$ cat config.mk
export PLATFORM = sky130hd
export DESIGN_NAME = seg7_scan_driver_flat
export DESIGN_NICKNAME = d
export VERILOG_FILES = /design/src/rtl/seg7_pkg.sv /design/src/rtl/seg7_scan_driver_if.sv /design/src/rtl/seg7_scan_driver_bin2bcd_seq.sv /design/src/rtl/seg7_scan_driver.sv /design/src/flat_wrapper.sv
export SDC_FILE = /design/constraint.sdc
export NUM_CORES = 1
export LEC_CHECK = 0
export CORE_UTILIZATION = 59
export CTS_BUF_LIST = sky130_fd_sc_hd__clkbuf_4 sky130_fd_sc_hd__clkbuf_8 sky130_fd_sc_hd__clkbuf_16
export DETAILED_ROUTE_END_ITERATION = 10
export PLACE_DENSITY = 0.84
export SETUP_SLACK_MARGIN = 0.4
export SLEW_MARGIN = 20
export SYNTH_ARGS = -nofsm -noshare
export SYNTH_HDL_FRONTEND = slang
export SYNTH_SLANG_ARGS = --single-unit
$ cat constraint.sdc
create_clock -name clk -period 2.05 [get_ports clk]
set_clock_uncertainty 0.05 [all_clocks]
set_input_delay 0.41 -clock clk [delete_from_list [all_inputs] [get_ports clk]]
set_output_delay 0.41 -clock clk [all_outputs]
set_load 0.02 [all_outputs]
$ cat src/rtl/seg7_pkg.sv
// Shared types and constants for the seven-segment scan driver and its BCD converter.
package seg7_pkg;

  typedef enum logic [1:0] {
    ST_IDLE  = 2'd0,
    ST_SHIFT = 2'd1,
    ST_LATCH = 2'd2
  } conv_state_t;

  localparam logic [6:0] SEG_BLANK = 7'h7F;

  // Active-low {g,f,e,d,c,b,a}; codes 10..15 cannot come out of the converter.
  localparam logic [6:0] SEG_LUT [16] = '{
    7'h40, 7'h79, 7'h24, 7'h30, 7'h19, 7'h12, 7'h02, 7'h78,
    7'h00, 7'h10, 7'h7F, 7'h7F, 7'h7F, 7'h7F, 7'h7F, 7'h7F
  };

  function automatic logic [6:0] seg_encode(input logic [3:0] digit);
    return SEG_LUT[digit];
  endfunction

endpackage

$ cat src/rtl/seg7_scan_driver_if.sv
// Display-side bundle: binary value in, multiplexed digit/segment drive and busy out.
interface seg7_scan_driver_if #(
  parameter int IN_W   = 13,
  parameter int DIGITS = 4
);
  logic [IN_W-1:0]   num;
  logic [DIGITS-1:0] anode;
  logic [6:0]        cathode;
  logic              busy;

  modport master (output num, input anode, input cathode, input busy);
  modport slave  (input num, output anode, output cathode, output busy);
endinterface

$ cat src/rtl/seg7_scan_driver_bin2bcd_seq.sv
// Sequential double-dabble: one add-3/shift step per clock, free-running IDLE->SHIFT->LATCH loop.
module bin2bcd_seq
  import seg7_pkg::*;
#(
  parameter int IN_W   = 13,
  parameter int DIGITS = 4
) (
  input  logic                  clk,
  input  logic                  rst,
  input  logic [IN_W-1:0]       i_num,
  output logic [4*DIGITS-1:0]   o_bcd,
  output logic                  o_busy,
  output logic                  o_done
);

  localparam int CNT_W = $clog2(IN_W + 1);

  conv_state_t         r_state, w_state_nxt;
  logic [IN_W-1:0]     r_bin, w_bin_nxt;
  logic [4*DIGITS-1:0] r_bcd, w_bcd_nxt, w_adj;
  logic [CNT_W-1:0]    r_cnt, w_cnt_nxt;
  logic                r_busy, w_busy_nxt;

  always_ff @(posedge clk or negedge rst) begin
    if (!rst) begin
      r_state <= ST_IDLE;
      r_bin   <= '0;
      r_bcd   <= '0;
      r_cnt   <= '0;
      r_busy  <= 1'b0;
    end else begin
      r_state <= w_state_nxt;
      r_bin   <= w_bin_nxt;
      r_bcd   <= w_bcd_nxt;
      r_cnt   <= w_cnt_nxt;
      r_busy  <= w_busy_nxt;
    end
  end

  always_comb begin
    w_adj = r_bcd;
    for (int unsigned i = 0; i < DIGITS; i++) begin
      if (r_bcd[4*i +: 4] >= 4'd5)
        w_adj[4*i +: 4] = r_bcd[4*i +: 4] + 4'd3;
    end
  end

  always_comb begin
    w_state_nxt = r_state;
    w_bin_nxt   = r_bin;
    w_bcd_nxt   = r_bcd;
    w_cnt_nxt   = r_cnt;
    w_busy_nxt  = r_busy;
    case (r_state)
      ST_IDLE: begin
        w_bin_nxt   = i_num;
        w_bcd_nxt   = '0;
        w_cnt_nxt   = '0;
        w_busy_nxt  = 1'b1;
        w_state_nxt = ST_SHIFT;
      end
      ST_SHIFT: begin
        {w_bcd_nxt, w_bin_nxt} = {w_adj, r_bin} << 1;
        w_cnt_nxt = r_cnt + 1'b1;
        if (r_cnt == CNT_W'(IN_W - 1))
          w_state_nxt = ST_LATCH;
      end
      ST_LATCH: begin
        w_busy_nxt  = 1'b0;
        w_state_nxt = ST_IDLE;
      end
      default: w_state_nxt = ST_IDLE;
    endcase
  end

  assign o_bcd  = r_bcd;
  assign o_busy = r_busy;
  assign o_done = (r_state == ST_LATCH);

endmodule

$ cat src/rtl/seg7_scan_driver.sv
// Multiplexed 7-segment driver: BCD conversion, display latch, digit scan, registered pin outputs.
// Optional leading-zero blanking is built when SEG7_LEAD_ZERO_BLANK_EN is defined.
module seg7_scan_driver
  import seg7_pkg::*;
#(
  parameter int IN_W        = 13,
  parameter int DIGITS      = 4,
  parameter int REFRESH_DIV = 100000
) (
  input  logic               clk,
  input  logic               rst,
  seg7_scan_driver_if.slave  bus
);

  localparam int IDX_W = (DIGITS > 1) ? $clog2(DIGITS) : 1;
  localparam int PRE_W = $clog2(REFRESH_DIV);

  logic [4*DIGITS-1:0] w_bcd;
  logic                w_busy;
  logic                w_done;

  logic [4*DIGITS-1:0] r_disp;
  logic [PRE_W-1:0]    r_pre;
  logic [IDX_W-1:0]    r_idx;
  logic [DIGITS-1:0]   r_anode;
  logic [6:0]          r_cathode;
  logic [3:0]          w_digit;
  logic                w_blank;

  bin2bcd_seq #(
    .IN_W   (IN_W),
    .DIGITS (DIGITS)
  ) u_conv (
    .clk    (clk),
    .rst    (rst),
    .i_num  (bus.num),
    .o_bcd  (w_bcd),
    .o_busy (w_busy),
    .o_done (w_done)
  );

  always_ff @(posedge clk or negedge rst) begin
    if (!rst) begin
      r_disp <= '0;
    end else if (w_done) begin
      r_disp <= w_bcd;
    end
  end

  always_ff @(posedge clk or negedge rst) begin
    if (!rst) begin
      r_pre <= '0;
      r_idx <= '0;
    end else if (r_pre == PRE_W'(REFRESH_DIV - 1)) begin
      r_pre <= '0;
      r_idx <= (r_idx == IDX_W'(DIGITS - 1)) ? '0 : r_idx + 1'b1;
    end else begin
      r_pre <= r_pre + 1'b1;
    end
  end

  assign w_digit = r_disp[4*r_idx +: 4];

`ifdef SEG7_LEAD_ZERO_BLANK_EN
  logic [DIGITS-1:0] w_lead_zero;
  logic              w_run;

  // A digit is blank when it and everything above it is zero; digit 0 always shows.
  always_comb begin
    w_lead_zero = '0;
    w_run       = 1'b1;
    for (int unsigned i = DIGITS - 1; i >= 1; i--) begin
      if (r_disp[4*i +: 4] != 4'd0)
        w_run = 1'b0;
      w_lead_zero[i] = w_run;
    end
  end

  assign w_blank = w_lead_zero[r_idx];
`else
  assign w_blank = 1'b0;
`endif

  always_ff @(posedge clk or negedge rst) begin
    if (!rst) begin
      r_anode   <= '1;
      r_cathode <= SEG_BLANK;
    end else begin
      r_anode   <= ~(DIGITS'(1) << r_idx);
      r_cathode <= w_blank ? SEG_BLANK : seg_encode(w_digit);
    end
  end

  assign bus.anode   = r_anode;
  assign bus.cathode = r_cathode;
  assign bus.busy    = w_busy;

endmodule

$ cat src/flat_wrapper.sv
// flat-port wrapper written by rule: the top's interface ports become plain ports
module seg7_scan_driver_flat import seg7_pkg::*;
#(
  parameter int IN_W        = 13,
  parameter int DIGITS      = 4,
  parameter int REFRESH_DIV = 100000
)
  (clk, rst, bus_num, bus_anode, bus_cathode, bus_busy);
  seg7_scan_driver_if #(.IN_W(IN_W), .DIGITS(DIGITS)) bus_i ();
  input  logic clk;
  input  logic rst;
  input wire logic [$bits(bus_i.num)-1:0] bus_num;
  output wire logic [$bits(bus_i.anode)-1:0] bus_anode;
  output wire logic [$bits(bus_i.cathode)-1:0] bus_cathode;
  output wire logic [$bits(bus_i.busy)-1:0] bus_busy;
  assign bus_i.num = bus_num;
  assign bus_anode = bus_i.anode;
  assign bus_cathode = bus_i.cathode;
  assign bus_busy = bus_i.busy;
  seg7_scan_driver #(.IN_W(IN_W), .DIGITS(DIGITS), .REFRESH_DIV(REFRESH_DIV)) u_core (.clk(clk), .rst(rst), .bus(bus_i));
endmodule
==> metrics.md, run 1 <==
| Metric | Value |
|---|---|
| Run status | `finished clean` |
| Final Core Density | `between 70% and 80%` |
| Drt pass-1 iters | `6` |
| GRT Total Usage | `about a quarter` |
| PD cells | `roughly 840 mW/mm2` |
| Yosys warnings | `0` |
| Total gr overflow | `0` |
| Layout Nets | `455` |
| Fin. max-slew vios | `0` |
| Part of the cycle the worst path needs | `a little over four fifths` |
| Worst hold path type | `flip-flop to flip-flop` |
| Critical path endpoint category | `flip-flop` |
| H-tree levels | `3` |
| WHS | `~0.44 ns` |
| Final instance area | `0.00480 mm2` |
| Crit path kind | `flip-flop to flip-flop` |
| Post-synthesis register bit count | `82` |
| Multi-input gate area | `0.00186 mm2` |
| Placement Setup Slack | `0.125 ns` |
| Die Y | `83.8 um` |
| Port bufs | `26` |
| Clock transition at the registers of the reported paths | `0.09 ns` |
| Adder-cell area share of the yosys netlist | `around 6.3%` |
| Clock tree buffer depth | `2` |
| Fillers | `422` |
| Reg2reg path depth | `6` |
| Largest family of logic cells by synthesized area | `simple AND/OR/NAND/NOR gates` |
| Synthesized instance count | `362` |
| First-pass GRT wire length | `about 13000 um` |
| Synth top area share | `45.0%` |
| Sequential share of the synthesized area | `52.3%` |
| # setup viols final | `0` |
| Unrepaired setup endpoints after global routing | `yes` |
| Mux contribution to synthesized area | `9.73%` |
| Number of global-route vias before repair | `2805` |
| Via count | `around 2800` |
| Leakage power total | `between 2 and 2.5 nW` |
| Post-Syn Nets | `397` |
| Setup TNS | `0 ns` |
| Row cnt | `29` |
| IO Pins | `27` |
| Antenna Nets Post-Route | `0` |
| Die area | `0.00702 mm2` |
| VDD IR max | `~770 uV` |
| Endpoints failing hold | `0` |
| Cell Area, Synth | `around 0.004 mm2` |
| # clock sinks | `82` |
| MaxCap Viol Count | `0` |
| Initial antenna violation count | `0` |
| Detailed Route WL | `~7700 um` |
| Startpoint Class | `flip-flop` |
| Worst rel slew slack | `71.2%` |
| Vias/cell | `5.61` |
| Root buffer cell | `clkbuf_8` |
| Worst-path fanout max | `5` |
| Detailed Route Iter0 Violations | `128` |
| Xor/xnor cell area share of the yosys netlist | `roughly 4.4%` |
| Synth Area in Compound Gates | `9.95%` |
| Hold path cells | `1` |
| Gp weighted congestion | `about 0.8` |
| CTS tree | `built` |
| Required time of the critical path | `2.29 ns` |
| Ant diodes | `0` |
| Pin count of the biggest net entering global routing | `51` |
| Post-layout min period | `1.74 ns` |
| Top cells by area, synth | `dfrtp_1 45%, dfstp_2 7.3%, ha_1 6.3%` |
| Layout cells sized above 1 | `a little under a third` |
| DRC | `0` |
| Worst-margin pin slew | `0.432 ns` |
| Inserted Clock Buffers | `9` |
| Die width | `83.8 um` |
| Fraction of the mapped netlist area in simple logic gates | `between 10% and 20%` |
| Synth cell types | `40` |
| Initial core utilization | `61.8%` |
| Core ar. | `0.00639 mm2` |
| Cell area after placement | `0.00429 mm2` |
| Synth area leader | `dfrtp_1` |
| Data arrival, critical path | `1.98 ns` |
| Syn_area_per_cell | `10.9 um2` |
| P&R area growth vs syn | `21.6%` |
| Area occupied by registers | `~0.0021 mm2` |
| Max Clk Rate | `approximately 570 MHz` |
| Wire per inst | `15.4 um` |
| Final worst slack | `0.310 ns` |
| Final HPWL from detailed placement | `4800 um` |
| Clk_lat worst skew | `about 0.35 ns` |
## layer usage
| metal | GRT usage [%] | vias up | routed length [um] |
|---|---|---|---|
| met5 | 0 | - | 0 |
| met3 | 5.04 | 14 | 224 |
| met1 | 29.3 | 1392 | 3410 |
| met4 | 10.5 | 0 | 155 |
| li1 | - | 1354 | - |
| met2 | 40.7 | 55 | 3940 |
## critical path: stages (launching register included)
cell and delay (ns):
dfrtp_2 0.43, mux4_2 0.55, buf_6 0.14, buf_4 0.14, nor2_1 0.15, a21oi_1 0.08
a2bb2oi_2 0.14
## synth_stat cells
| library cell | n |
|---|---|
| a21o_1 | 2 |
| a21oi_1 | 11 |
| a21oi_2 | 1 |
| a22o_1 | 9 |
| a2bb2oi_1 | 1 |
| a41oi_1 | 1 |
| and2b_2 | 1 |
| and3_1 | 1 |
| and4_1 | 4 |
| buf_1 | 1 |
| buf_2 | 3 |
| buf_6 | 2 |
| clkbuf_1 | 10 |
| dfrtp_1 | 71 |
| dfstp_2 | 11 |
| ha_1 | 20 |
| inv_1 | 18 |
| mux2_2 | 13 |
| mux2i_1 | 14 |
| mux4_1 | 2 |
| mux4_2 | 2 |
| nand2_1 | 43 |
| nand2b_1 | 8 |
| nand2b_2 | 2 |
| nand2b_4 | 1 |
| nand3_1 | 10 |
| nand4_1 | 3 |
| nand4bb_1 | 1 |
| nor2_1 | 22 |
| nor2b_1 | 3 |
| nor3_1 | 4 |
| nor3b_1 | 1 |
| nor4_1 | 1 |
| o21ai_0 | 37 |
| o22a_2 | 1 |
| o31ai_1 | 3 |
| or2_0 | 1 |
| or3_1 | 3 |
| xnor2_1 | 13 |
| xor2_1 | 7 |
## stage by stage
step | total power [mW] | std cells
after global placement | 2.72 | 455
final | 4.02 | 502
after global routing | 4.20 | 502
after detailed placement | 2.77 | 455
after CTS | 4.00 | 493
after floorplan | 2.49 | 362
## timing repair
item | CTS | global route
endpoints found under the hold margin | 21 | 0
pin swaps | 11 | 5
resized for setup | 45 | 30
hold buffers | 1 | 0
buffers inserted | 21 | 9
endpoints found under the setup margin | 33 | 34
## cell type report
| type | instances | share of cell area [%] |
|---|---|---|
| Inverter | 18 | 1.51 |
| Clock inverter | 4 | 0.574 |
| Tap cell | 77 | 2.01 |
| Clock buffer | 12 | 3.18 |
| Multi-Input combinational cell | 246 | 38.7 |
| Sequential cell | 82 | 43.2 |
| Timing Repair Buffer | 63 | 10.8 |
## registers in the layout (all words and copies together) (netlist names)
register and count:
u_core.u_conv.o_bcd 16, u_core.r_pre 17, u_core.u_conv.r_cnt 4, u_core.bus.cathode 7
u_core.bus.anode 4, u_core.r_disp 16, u_core.u_conv.r_bin 13, u_core.r_idx 2
u_core.u_conv.r_state 2, u_core.u_conv.o_busy 1
## final timing paths
| kind | from | to | slack, ns |
|---|---|---|---|
| worst max-delay path | u_core.r_idx[0] | u_core.bus.cathode[4] | 0.31 |
| worst min-delay path | u_core.r_pre[12] | u_core.r_pre[12] | 0.44 |
| worst max register to register | u_core.r_idx[0] | u_core.bus.cathode[4] | 0.31 |
| worst min register to register | u_core.r_pre[12] | u_core.r_pre[12] | 0.44 |
| max in group asynchronous | rst | u_core.u_conv.r_state[0] | 0.85 |
| min in group asynchronous | rst | u_core.r_disp[11] | 0.48 |
## power by group
| part | internal (mW) | switching [mW] |
|---|---|---|
| registers | 1.85 | 0.0947 |
| logic | 0.492 | 0.509 |
| clock network | 0.498 | 0.581 |
| total | 2.84 | 1.18 |
## layout by cell type, fill, tap and decap left out, types with 5 or more instances in the layout
| cell type | synthesis | layout |
|---|---|---|
| mux2_2 | 13 | 12 |
| a21oi_1 | 11 | 5 |
| a22o_1 | 9 | 9 |
| o21ai_0 | 37 | 35 |
| dfrtp_1 | 71 | 66 |
| xnor2_1 | 13 | 13 |
| a21oi_2 | 1 | 7 |
| clkbuf_2 | 0 | 9 |
| ha_1 | 20 | 12 |
| buf_4 | 0 | 32 |
| nand2_1 | 43 | 42 |
| inv_1 | 18 | 13 |
| mux2i_1 | 14 | 14 |
| nand3_1 | 10 | 10 |
| clkdlybuf4s50_1 | 0 | 13 |
| dfrtp_2 | 0 | 5 |
| nand2b_1 | 8 | 8 |
| clkbuf_8 | 0 | 10 |
| xor2_1 | 7 | 7 |
| dfstp_2 | 11 | 11 |
| nor2_1 | 22 | 21 |
## logic make-up (layout without fill, tap and decap cells)
| group | count (synthesis) | in the layout |
|---|---|---|
| muxes | 31 | 31 |
| buffers and inverters | 34 | 97 |
| adders and majority gates | 20 | 20 |
| xor gates and xnor gates | 20 | 20 |
| and+or+nand+nor | 109 | 109 |
| AOI/OAI and AO/OA | 66 | 66 |
| DFF | 82 | 82 |
Note: power is estimated with default switching activity, not from simulation.
==> inputs of run 2 (changes only) <==
Clock period 2.05 ns to 1.8 ns, I/O delays scaled along.
==> run 2 against run 1 <==
Core utilization is 7.7 points higher. Combinational power is 15% higher. Maximum frequency is 2.0% lower. Via count is 4.0% higher. Clock power is 31% higher. Sequential share of layout area is 4.0 points lower. Hold slack worse by 0.061 ns. Global-route usage is 0.62 points higher. Power is 19% higher. Routed wire length is 17% higher. Critical path depth is 1 lower. Critical path type unchanged. Critical endpoint is now u_core.bus.cathode[2].
==> metrics.md, run 2 (synthesized netlist as in run 1, its figures left out) <==
| Metric | Value |
|---|---|
| Final HPWL from detailed placement | `5100 um` |
| Layout cells sized above 1 | `40.7%` |
| # setup viols final | `0` |
| # clock sinks | `82` |
| VDD IR max | `1090 uV` |
| Worst-path cell chain | `mux4_2, buf_6, ha_4, nor2b_4, o22a_2` |
| Setup TNS | `0 ns` |
| Startpoint Class | `flip-flop` |
| PD cells | `905 mW/mm2` |
| H-tree levels | `3` |
| Die Y | `83.8 um` |
| Max FFs per register | `17` |
| Crit-path leading delay family | `multiplexers` |
| Die width | `83.8 um` |
| Drt pass-1 iters | `5` |
| Ant diodes | `0` |
| Via count | `a little under 3000` |
| Unrepaired setup endpoints after global routing | `yes` |
| WHS | `0.380 ns` |
| Total gr overflow | `0` |
| Core ar. | `0.00639 mm2` |
| Worst reg2reg setup slack | `0.02 ns` |
| P&R area growth vs syn | `34.1%` |
| Leakage power total | `~2.4 nW` |
| Detailed Route Iter0 Violations | `131` |
| Part of the cycle the worst path needs | `between 90% and 100%` |
| Critical path buffers and inverters | `1` |
| Initial antenna violation count | `0` |
| Max Clk Rate | `563 MHz` |
| Port bufs | `26` |
| Die area | `roughly 0.007 mm2` |
| Final Core Density | `82.9%` |
| Wire per inst | `17.5 um` |
| Inserted Clock Buffers | `9` |
| Run status | `finished clean` |
| Root buffer cell | `clkbuf_8` |
| Final instance area | `~0.0053 mm2` |
| Cell area after placement | `0.00447 mm2` |
| Largest reg by FF count | `u_core.r_pre` |
| Clock transition at the registers of the reported paths | `0.08 ns` |
| Initial core utilization | `61.8%` |
| Vias/cell | `5.66` |
| MaxCap Viol Count | `0` |
| Number of global-route vias before repair | `roughly 2900` |
| Leading cell type in the layout, fill and taps excluded | `dfrtp_1` |
| Post-layout min period | `1.78 ns` |
| Critical path endpoint category | `flip-flop` |
| Final worst slack | `approximately 0.025 ns` |
| Worst rel slew slack | `78.1%` |
| Detailed Route WL | `~9000 um` |
| Worst-path fanout max | `5` |
| Endpoints failing hold | `0` |
| DRC | `0` |
| CTS tree | `built` |
| Critical path's largest stage delay | `slightly above 0.6 ns` |
| Worst-margin pin slew | `0.328 ns` |
| Pin count of the biggest net entering global routing | `44` |
| Placement Setup Slack | `-0.0346 ns` |
| Total power | `4.79 mW` |
| Clock tree buffer depth | `2` |
| Required time of the critical path | `~2 ns` |
| Data arrival, critical path | `2.01 ns` |
| GRT Total Usage | `24.5%` |
| First-pass GRT wire length | `13500 um` |
| Row cnt | `29` |
| Fin. max-slew vios | `0` |
| Gp weighted congestion | `0.799` |
| Layout Nets | `470` |
| Antenna Nets Post-Route | `0` |
| Crit path kind | `flip-flop to flip-flop` |
| Slowest cell on crit path | `mux4_2` |
| Clk_lat worst skew | `0.35 ns` |
| DP Cell Count | `461` |
| Post-Layout Cell Count | `517` |
| IO Pins | `27` |
| Highest-count cells in the layout ignoring fill and taps | `66 x dfrtp_1, 42 x nand2_1, 39 x buf_4, 30 x o21ai_0, 21 x buf_6` |
| Worst hold path type | `primary input to async pin` |
[run 2: cell count changes in the layout (fill, tap and decap cells not counted), moves of 6 or more]
cell      delta
buf_6       +17
buf_4        +7
inv_2        +7
nor2_1       -6
clkbuf_2     -9
[run 2: final cells by class]
type | count | area, um2
multi-input cells | 246 | 2120
flip-flops and latches | 82 | 2070
fillers | 320 | 1090
repair buffers | 78 | 724
clock buffers | 14 | 174
well taps | 77 | 96.3
inverters | 18 | 67.6
clock inverters | 2 | 35.0
[run 2: path summary, 6_finish.rpt]
| path | start | end | cells past startpoint |
|---|---|---|---|
| setup / recovery | u_core.r_idx[0] | u_core.bus.cathode[2] | 5 |
| hold / removal | rst | u_core.r_pre[15] | 2 |
| setup reg to reg | u_core.r_idx[0] | u_core.bus.cathode[2] | 5 |
| hold reg to reg | u_core.u_conv.o_busy | u_core.u_conv.o_busy | 1 |
| max in group asynchronous | rst | u_core.u_conv.o_bcd[8] | 3 |
| min in group clk | u_core.u_conv.o_busy | u_core.u_conv.o_busy | 1 |
[run 2: repair_timing]
item,CTS,global route
hold buffers,1,0
pin swaps,11,20
setup buffers,22,16
gates cloned,1,0
endpoints found under the hold margin,9,0
resized for setup,87,61
endpoints found under the setup margin,38,48
[run 2: metal layers]
layer | track usage (%) | wire length [um]
met5 | 0 | 0
met4 | 11.2 | 196
met3 | 3.86 | 200
met2 | 40.7 | 4830
met1 | 31.7 | 3790
[run 2: power by group]
group          total [mW]  leakage [nW]  internal [mW]  switching, mW
logic                1.15          1.29          0.605          0.549
clock network        1.41         0.111          0.763          0.643
registers            2.23          1.02           2.11          0.123
total                4.79          2.42           3.47           1.31
